## src/rtl/mem_port_arbiter_pkg.sv

```systemverilog
// Shared types and constants for the IF/MEM single-port RAM arbiter.
package mem_port_arbiter_pkg;

  localparam int unsigned DATA_W  = 32;
  localparam int unsigned ADDR_W  = 32;
  localparam int unsigned TIMER_W = 8;

  typedef enum logic [1:0] {
    IDLE     = 2'd0,
    BUSY_IF  = 2'd1,
    BUSY_MEM = 2'd2
  } arb_state_e;

  localparam logic SRC_IF  = 1'b0;
  localparam logic SRC_MEM = 1'b1;

  localparam logic [DATA_W-1:0] DEFAULT_ERR_DATA = 32'hFFFF_FFFF;

endpackage

```

## src/rtl/arb_timeout_timer.sv

```systemverilog
// Per-access watchdog: expired is high in the cycle the count reaches TIMEOUT-1.
module arb_timeout_timer
  import mem_port_arbiter_pkg::*;
#(
  parameter int unsigned TIMEOUT = 255
) (
  input  logic clk,
  input  logic rst_n,
  input  logic clear,
  input  logic run,
  output logic expired
);

  localparam logic [TIMER_W-1:0] LAST = TIMER_W'(TIMEOUT - 1);

  logic [TIMER_W-1:0] count;

  // expired is registered by looking one count ahead.
  always_ff @(posedge clk or negedge rst_n) begin
    if (!rst_n) begin
      count   <= '0;
      expired <= 1'b0;
    end else if (clear) begin
      count   <= '0;
      expired <= (LAST == '0);
    end else if (run) begin
      count   <= count + TIMER_W'(1);
      expired <= ((count + TIMER_W'(1)) == LAST);
    end
  end

endmodule

```

## src/rtl/mem_port_arbiter.sv

```systemverilog
// Serialises CPU instruction-fetch and data accesses onto one variable-latency RAM,
// MEM first, with a watchdog that aborts accesses whose ack never arrives.
module mem_port_arbiter
  import mem_port_arbiter_pkg::*;
#(
  parameter int unsigned       TIMEOUT  = 255,
  parameter logic [DATA_W-1:0] ERR_DATA = DEFAULT_ERR_DATA
) (
  input  logic              clk,
  input  logic              rst_n,
  input  logic              inst_ren,
  input  logic [ADDR_W-1:0] inst_addr,
  output logic [DATA_W-1:0] inst_data,
  output logic              inst_ready,
  input  logic              mem_ren,
  input  logic              mem_wen,
  input  logic [ADDR_W-1:0] mem_addr,
  input  logic [DATA_W-1:0] mem_dout,
  output logic [DATA_W-1:0] mem_din,
  output logic              mem_ready,
  output logic              stall_if,
  output logic              stall_mem,
  output logic              ram_cs,
  output logic              ram_we,
  output logic [ADDR_W-1:0] ram_addr,
  output logic [DATA_W-1:0] ram_din,
  input  logic [DATA_W-1:0] ram_dout,
  input  logic              ram_ack,
  output logic              bus_err,
  output logic              err_src
);

  arb_state_e        state_q, state_d;
  logic              ram_cs_d, ram_we_d, inst_ready_d, mem_ready_d, bus_err_d, err_src_d;
  logic [ADDR_W-1:0] ram_addr_d;
  logic [DATA_W-1:0] ram_din_d, inst_data_d, mem_din_d;
  logic              mem_req_c, if_req_c, grant_c, run_c, expired;
  logic [DATA_W-1:0] resp_data_c;

  // A requester showing its ready pulse has just been served and is masked.
  assign mem_req_c   = (mem_ren | mem_wen) & ~mem_ready;
  assign if_req_c    = inst_ren & ~inst_ready;
  assign stall_if    = inst_ren & ~inst_ready;
  assign stall_mem   = (mem_ren | mem_wen) & ~mem_ready;
  assign run_c       = (state_q != IDLE) & ~ram_ack;
  assign resp_data_c = ram_ack ? ram_dout : ERR_DATA;

  arb_timeout_timer #(.TIMEOUT(TIMEOUT)) u_timer (
    .clk     (clk),
    .rst_n   (rst_n),
    .clear   (grant_c),
    .run     (run_c),
    .expired (expired)
  );

  // Grant, completion and abort decisions.
  always_comb begin
    state_d      = state_q;
    ram_cs_d     = ram_cs;
    ram_we_d     = ram_we;
    ram_addr_d   = ram_addr;
    ram_din_d    = ram_din;
    inst_data_d  = inst_data;
    mem_din_d    = mem_din;
    inst_ready_d = 1'b0;
    mem_ready_d  = 1'b0;
    bus_err_d    = bus_err;
    err_src_d    = err_src;
    grant_c      = 1'b0;
    unique case (state_q)
      IDLE: begin
        if (mem_req_c) begin
          grant_c    = 1'b1;
          state_d    = BUSY_MEM;
          ram_cs_d   = 1'b1;
          ram_we_d   = mem_wen;
          ram_addr_d = mem_addr;
          ram_din_d  = mem_dout;
        end else if (if_req_c) begin
          grant_c    = 1'b1;
          state_d    = BUSY_IF;
          ram_cs_d   = 1'b1;
          ram_we_d   = 1'b0;
          ram_addr_d = inst_addr;
        end
      end
      BUSY_IF, BUSY_MEM: begin
        // An ack in the expiry cycle still counts as a normal completion.
        if (ram_ack || expired) begin
          state_d  = IDLE;
          ram_cs_d = 1'b0;
          ram_we_d = 1'b0;
          if (state_q == BUSY_IF) begin
            inst_ready_d = 1'b1;
            inst_data_d  = resp_data_c;
          end else begin
            mem_ready_d = 1'b1;
            if (!ram_we) mem_din_d = resp_data_c;
          end
          if (!ram_ack) begin
            bus_err_d = 1'b1;
            err_src_d = (state_q == BUSY_MEM) ? SRC_MEM : SRC_IF;
          end
        end
      end
      default: state_d = IDLE;
    endcase
  end

  always_ff @(posedge clk or negedge rst_n) begin
    if (!rst_n) begin
      state_q    <= IDLE;
      ram_cs     <= 1'b0;
      ram_we     <= 1'b0;
      ram_addr   <= '0;
      ram_din    <= '0;
      inst_data  <= '0;
      mem_din    <= '0;
      inst_ready <= 1'b0;
      mem_ready  <= 1'b0;
      bus_err    <= 1'b0;
      err_src    <= SRC_IF;
    end else begin
      state_q    <= state_d;
      ram_cs     <= ram_cs_d;
      ram_we     <= ram_we_d;
      ram_addr   <= ram_addr_d;
      ram_din    <= ram_din_d;
      inst_data  <= inst_data_d;
      mem_din    <= mem_din_d;
      inst_ready <= inst_ready_d;
      mem_ready  <= mem_ready_d;
      bus_err    <= bus_err_d;
      err_src    <= err_src_d;
    end
  end

endmodule

```

## config.mk

```make
export PLATFORM = sky130hd
export DESIGN_NAME = mem_port_arbiter
export DESIGN_NICKNAME = d
export VERILOG_FILES = /design/src/rtl/mem_port_arbiter_pkg.sv /design/src/rtl/arb_timeout_timer.sv /design/src/rtl/mem_port_arbiter.sv
export SDC_FILE = /design/constraint.sdc
export NUM_CORES = 1
export LEC_CHECK = 0
export ABC_AREA = 1
export CORE_ASPECT_RATIO = 2
export CORE_MARGIN = 10
export CORE_UTILIZATION = 30
export CTS_CLUSTER_DIAMETER = 200
export CTS_CLUSTER_SIZE = 40
export DETAILED_ROUTE_END_ITERATION = 6
export GPL_TIMING_DRIVEN = 0
export PLACE_DENSITY = 0.71
export SYNTH_ARGS = -nofsm -noshare
export SYNTH_HDL_FRONTEND = slang
export SYNTH_SLANG_ARGS = --single-unit
```

## constraint.sdc

```tcl
create_clock -name clk -period 4.9 [get_ports clk]
set_clock_uncertainty 0.15 [all_clocks]
set_input_delay 1.225 -clock clk [delete_from_list [all_inputs] [get_ports clk]]
set_output_delay 1.225 -clock clk [all_outputs]
set_load 0.02 [all_outputs]
```

Word level (Yosys, flattened, before mapping)
Index checks and enable logic that the tools add are counted.
{"block": "totals", "reg_bits": 145, "inputBits": 134, "out_inout_bits": 136, "wordCells": 70}
{"block": "classes", "addsub": 1, "eq_ne": 5, "muxes": 28, "n_bitwise": 9, "n_reduce_logical": 14}
{"cell": "32-bit two-way mux", "count": 3}
{"cell": "1-bit two-way mux", "count": 17}
{"cell": "8-bit two-way mux", "count": 2}
{"cell": "3-bit AND reduction", "count": 3}
{"cell": "8-bit by 1-bit adder with 8-bit output, second input constant", "count": 1}
{"cell": "8-bit == test, second input constant", "count": 1}
{"cell": "2-bit nonzero test", "count": 4}
{"cell": "2-bit two-way mux", "count": 3}
{"cell": "2-bit AND reduction", "count": 3}
{"cell": "1-bit NOT", "count": 5}
{"cell": "1-bit one-hot mux with 2 select lines", "count": 2}
{"cell": "2-bit one-hot mux with 2 select lines", "count": 1}
{"cell": "4-bit AND reduction", "count": 1}
{"cell": "1-bit bitwise AND", "count": 3}
{"cell": "3-bit != test, second input constant", "count": 1}
{"cell": "2-bit by 1-bit == test with 1-bit output, second input constant", "count": 1}
{"cell": "2-bit == test, second input constant", "count": 1}
{"cell": "2-bit logical NOT", "count": 1}
{"cell": "2-bit != test, second input constant", "count": 1}
{"cell": "2-bit OR reduction", "count": 1}
{"cell": "1-bit logical OR", "count": 1}
{"cell": "1-bit bitwise OR", "count": 1}

Logic depth before layout (Yosys ltp)
Gate-level depths: netlist (run 1).
{"block": "depth", "word_depth": 6, "mapped_depth": 8}

Hierarchy
From an unflattened synthesis (run 1), not the netlist that was laid out.
{"block": "unflattened", "cells_unflattened": 746, "area_unflattened_um2": 6296.0}
{"mod": "mem_port_arbiter", "instances": 1, "cells_per_inst": 678, "area_per_inst_um2": 5776.8}
{"mod": "arb_timeout_timer", "instances": 1, "cells_per_inst": 68, "area_per_inst_um2": 519.2}

Worst setup path after synthesis (run 1)
Ideal clock, no wire load.
{"block": "synth_path", "kind": "input to output", "start": "in inst_ren", "end": "out stall_if", "arrival_time_ns": 1.672, "slack_ns": 1.853, "cell_stages": 2, "path_cell_list": "inv_1 nor2_1"}
{"block": "synth_between", "elab_chain_len": 1}
{"item": "from (decl)", "line": "mem_port_arbiter.sv:11", "text": "input logic inst_ren,"}
{"item": "1-bit bitwise AND", "line": "mem_port_arbiter.sv:43", "text": "assign stall_if = inst_ren & ~inst_ready;"}
{"item": "to (decl)", "line": "mem_port_arbiter.sv:21", "text": "output logic stall_if,"}
Every way passes these cells.

Worst setup path in the final report (run 1)
{"block": "layout_path", "start": "in mem_wen", "end": "out stall_mem"}
{"block": "layout_between", "elab_chain_len": 2}
{"item": "from (decl)", "line": "mem_port_arbiter.sv:16", "text": "input logic mem_wen,"}
{"item": "1-bit bitwise OR", "line": "mem_port_arbiter.sv:44", "text": "assign stall_mem = (mem_ren | mem_wen) & ~mem_ready;"}
{"item": "1-bit bitwise AND", "line": "mem_port_arbiter.sv:44"}
{"item": "to (decl)", "line": "mem_port_arbiter.sv:22", "text": "output logic stall_mem,"}
Every way passes these cells.

==> results_dict.tcl, run 1 <==
set metrics [dict create \
    synth_edf_count 0 \
    vdd_drop_max_mv 0.309 \
    fillCellCount 2036 \
    drt_iter0_drc 408 \
    hold_slack_ps 317 \
    instances_no_fill 1307 \
    path_clk_slew_ps 50 \
    final_common_cell "clkdlybuf4s50_1" \
    worstMarginPinSlew_ps 763 \
    areaGrowthSynthToFinish_pct 57.1 \
    min_path_type "reg -> reg" \
    r2r-start "state_q[1]" \
    clockRootBuffer "clkbuf_16" \
    timing.fmax_mhz 226 \
    routabilityCongestion 0.860 \
    vias 5937 \
    syn_area_um2 6470 \
    port_buffers 269 \
    netlist_instances 733 \
    start_kind "primary input" \
    dp_hpwl_um 18100 \
    cts_tree "done" \
    syn_nets 872 \
    avgSynthCellArea_um2 8.83 \
    cts_setup_buffers 0 \
    wire_per_inst_um 17.7 \
    period_share 0.902 \
    power_density_nw_per_um2 676 \
    holdPathEnd "ram_din[0]" \
    grt_max_degree 76 \
    synth_cell_types 26 \
    cts-resized-gates 0 \
    setup_viol_count_final 0 \
    cellLeakagePower_nw 4.58 \
    slew_violations 0 \
    avgViaCountPerCell 4.54 \
    final_hold_viol_count 0 \
    initial_core_util 0.303 \
    worstRegToRegCells 6 \
    drive_above_1_share 0.150 \
    r2r-end "mem_din[2]" \
    track_usage 0.164 \
    clock-sinks 145 \
    hold_buffers 0 \
    die_h_um 228 \
    min_from "ram_din[0]" \
    design.core.area_um2 21400 \
    max_cap_violations 0 \
    grt_pass1_wl_um 35500 \
    antenna_found_initial 0 \
    rows 76 \
    reg2reg_setup_slack_ps 2730 \
    cp_max_fo 10 \
    cts_htree_levels 4 \
    overflow 0 \
    antenna_left 0 \
    ios 270 \
    worstPathRequired_ps 3520 \
    clk_latency_ps 430 \
    ys_seq_area_frac 0.560 \
    dieArea_um2 28200 \
    numCtsBuffers 17 \
    critical_path_class "in -> out" \
    dp.cells 1276 \
    synth-seq-cells 145 \
    relSlewSlack 0.491 \
    first_pass_iters 5 \
    finalNetCount 1161 \
    hold_depth 2 \
    clk_path_buf_depth 2 \
    synth-async-reset-ratio 1.00 \
    synth-main-ff-cell "dfrtp_1" \
    setup_tns_ps 0 \
    cp_data_arrival_time_ps 3050 \
    post-place-ws_ps 486 \
    n_antenna_cell 0 \
    drc 0 \
    layout_common_cells "clkdlybuf4s50_1, nand2_1, dfrtp_1" \
    grt_pass1_vias 6219 \
    fin_ws_ps 479 \
    outcome "completed" \
    rsz0062_at_grt "false" \
    die_x_um 124 \
    final_util 0.475 \
    yosysWarnings 0 \
    fin_crit_ps 4420 \
    wl_um 23100 \
    cp-end-kind "primary output" \
]
worst max-delay path by stage:
| stage | startpoint | to | slack (ps) | cells past startpoint |
|---|---|---|---|---|
| after floorplan | inst_ren | stall_if | 1850 | 2 |
| after global placement | rst_n | ram_din[11] | -3710 | 1 |
| after detailed placement | mem_wen | stall_mem | 490 | 5 |
| after CTS | mem_wen | stall_mem | 480 | 5 |
| after global routing | mem_wen | stall_mem | 400 | 5 |
| final | mem_wen | stall_mem | 480 | 5 |
metrics by stage:
stage | total power, mW | area, um2
finish | 6.88 | 10200
global route | 7.32 | 10200
CTS | 6.99 | 10200
detailed placement | 5.57 | 9540
global placement | 5.51 | 9510
floorplan | 3.82 | 6470
layout make-up:
class / instances / area (um2) / share of cell area
Clock buffer: 23 / 508 / 0.0500
Multi-Input combinational cell: 500 / 2450 / 0.241
Buffer: 37 / 200 / 0.0197
Timing Repair Buffer: 270 / 2720 / 0.268
Tap cell: 273 / 342 / 0.0336
Sequential cell: 145 / 3630 / 0.357
Inverter: 51 / 191 / 0.0188
Clock inverter: 8 / 125 / 0.0123
cell usage after synthesis (2+ instances only):
library cell / instances / area (um2)
buf_2: 13 / 65.1
buf_6: 6 / 67.6
clkbuf_1: 18 / 67.6
dfrtp_1: 145 / 3630
ha_1: 5 / 62.6
inv_1: 49 / 184
inv_2: 2 / 7.51
nand2_1: 254 / 953
nand3_1: 15 / 75.1
nor2_1: 13 / 48.8
nor2_4: 2 / 22.5
o21ai_0: 99 / 495
o21ai_1: 7 / 35.0
o21ai_2: 28 / 245
o22ai_1: 2 / 12.5
or2_2: 65 / 407
power by group:
part / internal, mW / total, mW / switching, mW
Sequential: 1.76 / 2.05 / 0.291
Clock: 0.879 / 1.39 / 0.508
Combinational: 1.48 / 3.44 / 1.96
Total: 4.12 / 6.88 / 2.76
routing by layer:
| metal | vias up | wire length [um] | global-route usage |
|---|---|---|---|
| met5 | - | 0 | 0 |
| met4 | 0 | 547 | 0.0633 |
| met3 | 30 | 1590 | 0.0468 |
| met2 | 186 | 13000 | 0.310 |
| met1 | 2832 | 8040 | 0.158 |
| li1 | 2889 | - | - |
logic make-up (layout without fill, tap and decap cells):
family / count (synthesis) / after routing / synth area share
flops: 145 / 145 / 0.560
fa+ha+maj: 5 / 5 / 0.00966
buf+inv: 88 / 389 / 0.0605
simple gates: 354 / 354 / 0.240
compound gates: 140 / 140 / 0.127
mux: 1 / 1 / 0.00174
registers in the layout, summed over array words and instances, names as in the netlist:
signal,flops
ram_we,1
inst_ready,1
u_timer.count,8
mem_ready,1
state_q,2
inst_data,32
mem_din,32
ram_addr,32
bus_err,1
ram_din,32
u_timer.expired,1
err_src,1
ram_cs,1
critical path, cell delays in order:
cell and delay, ps:
clkdlybuf4s50_1 500, nor2_2 60, nor2_4 270, buf_2 320, clkdlybuf4s50_1 650
No activity file was read; power rests on OpenSTA's default activity.
==> run 2: changes to the inputs <==
CTS_CLUSTER_DIAMETER = default   (was 200)
==> results of run 2 <==
Final layout, timing and power as in run 1 (identical DEF).
==> run 3: changes to the inputs <==
SKIP_CTS_REPAIR_TIMING = 1   (was default)
clock period = 5.3 ns   (was 4.9 ns; I/O delays follow)
==> results of run 3 <==
The final DEF is identical to that of run 1. Status: completed.
Among the figures that moved: setup slack after placement 486 ps -> 686 ps; setup slack after layout 479 ps -> 679 ps; register-to-register setup slack 2730 ps -> 3130 ps; total power 6.88 mW -> 6.36 mW; worst IR drop on VDD 0.309 mV -> 0.286 mV
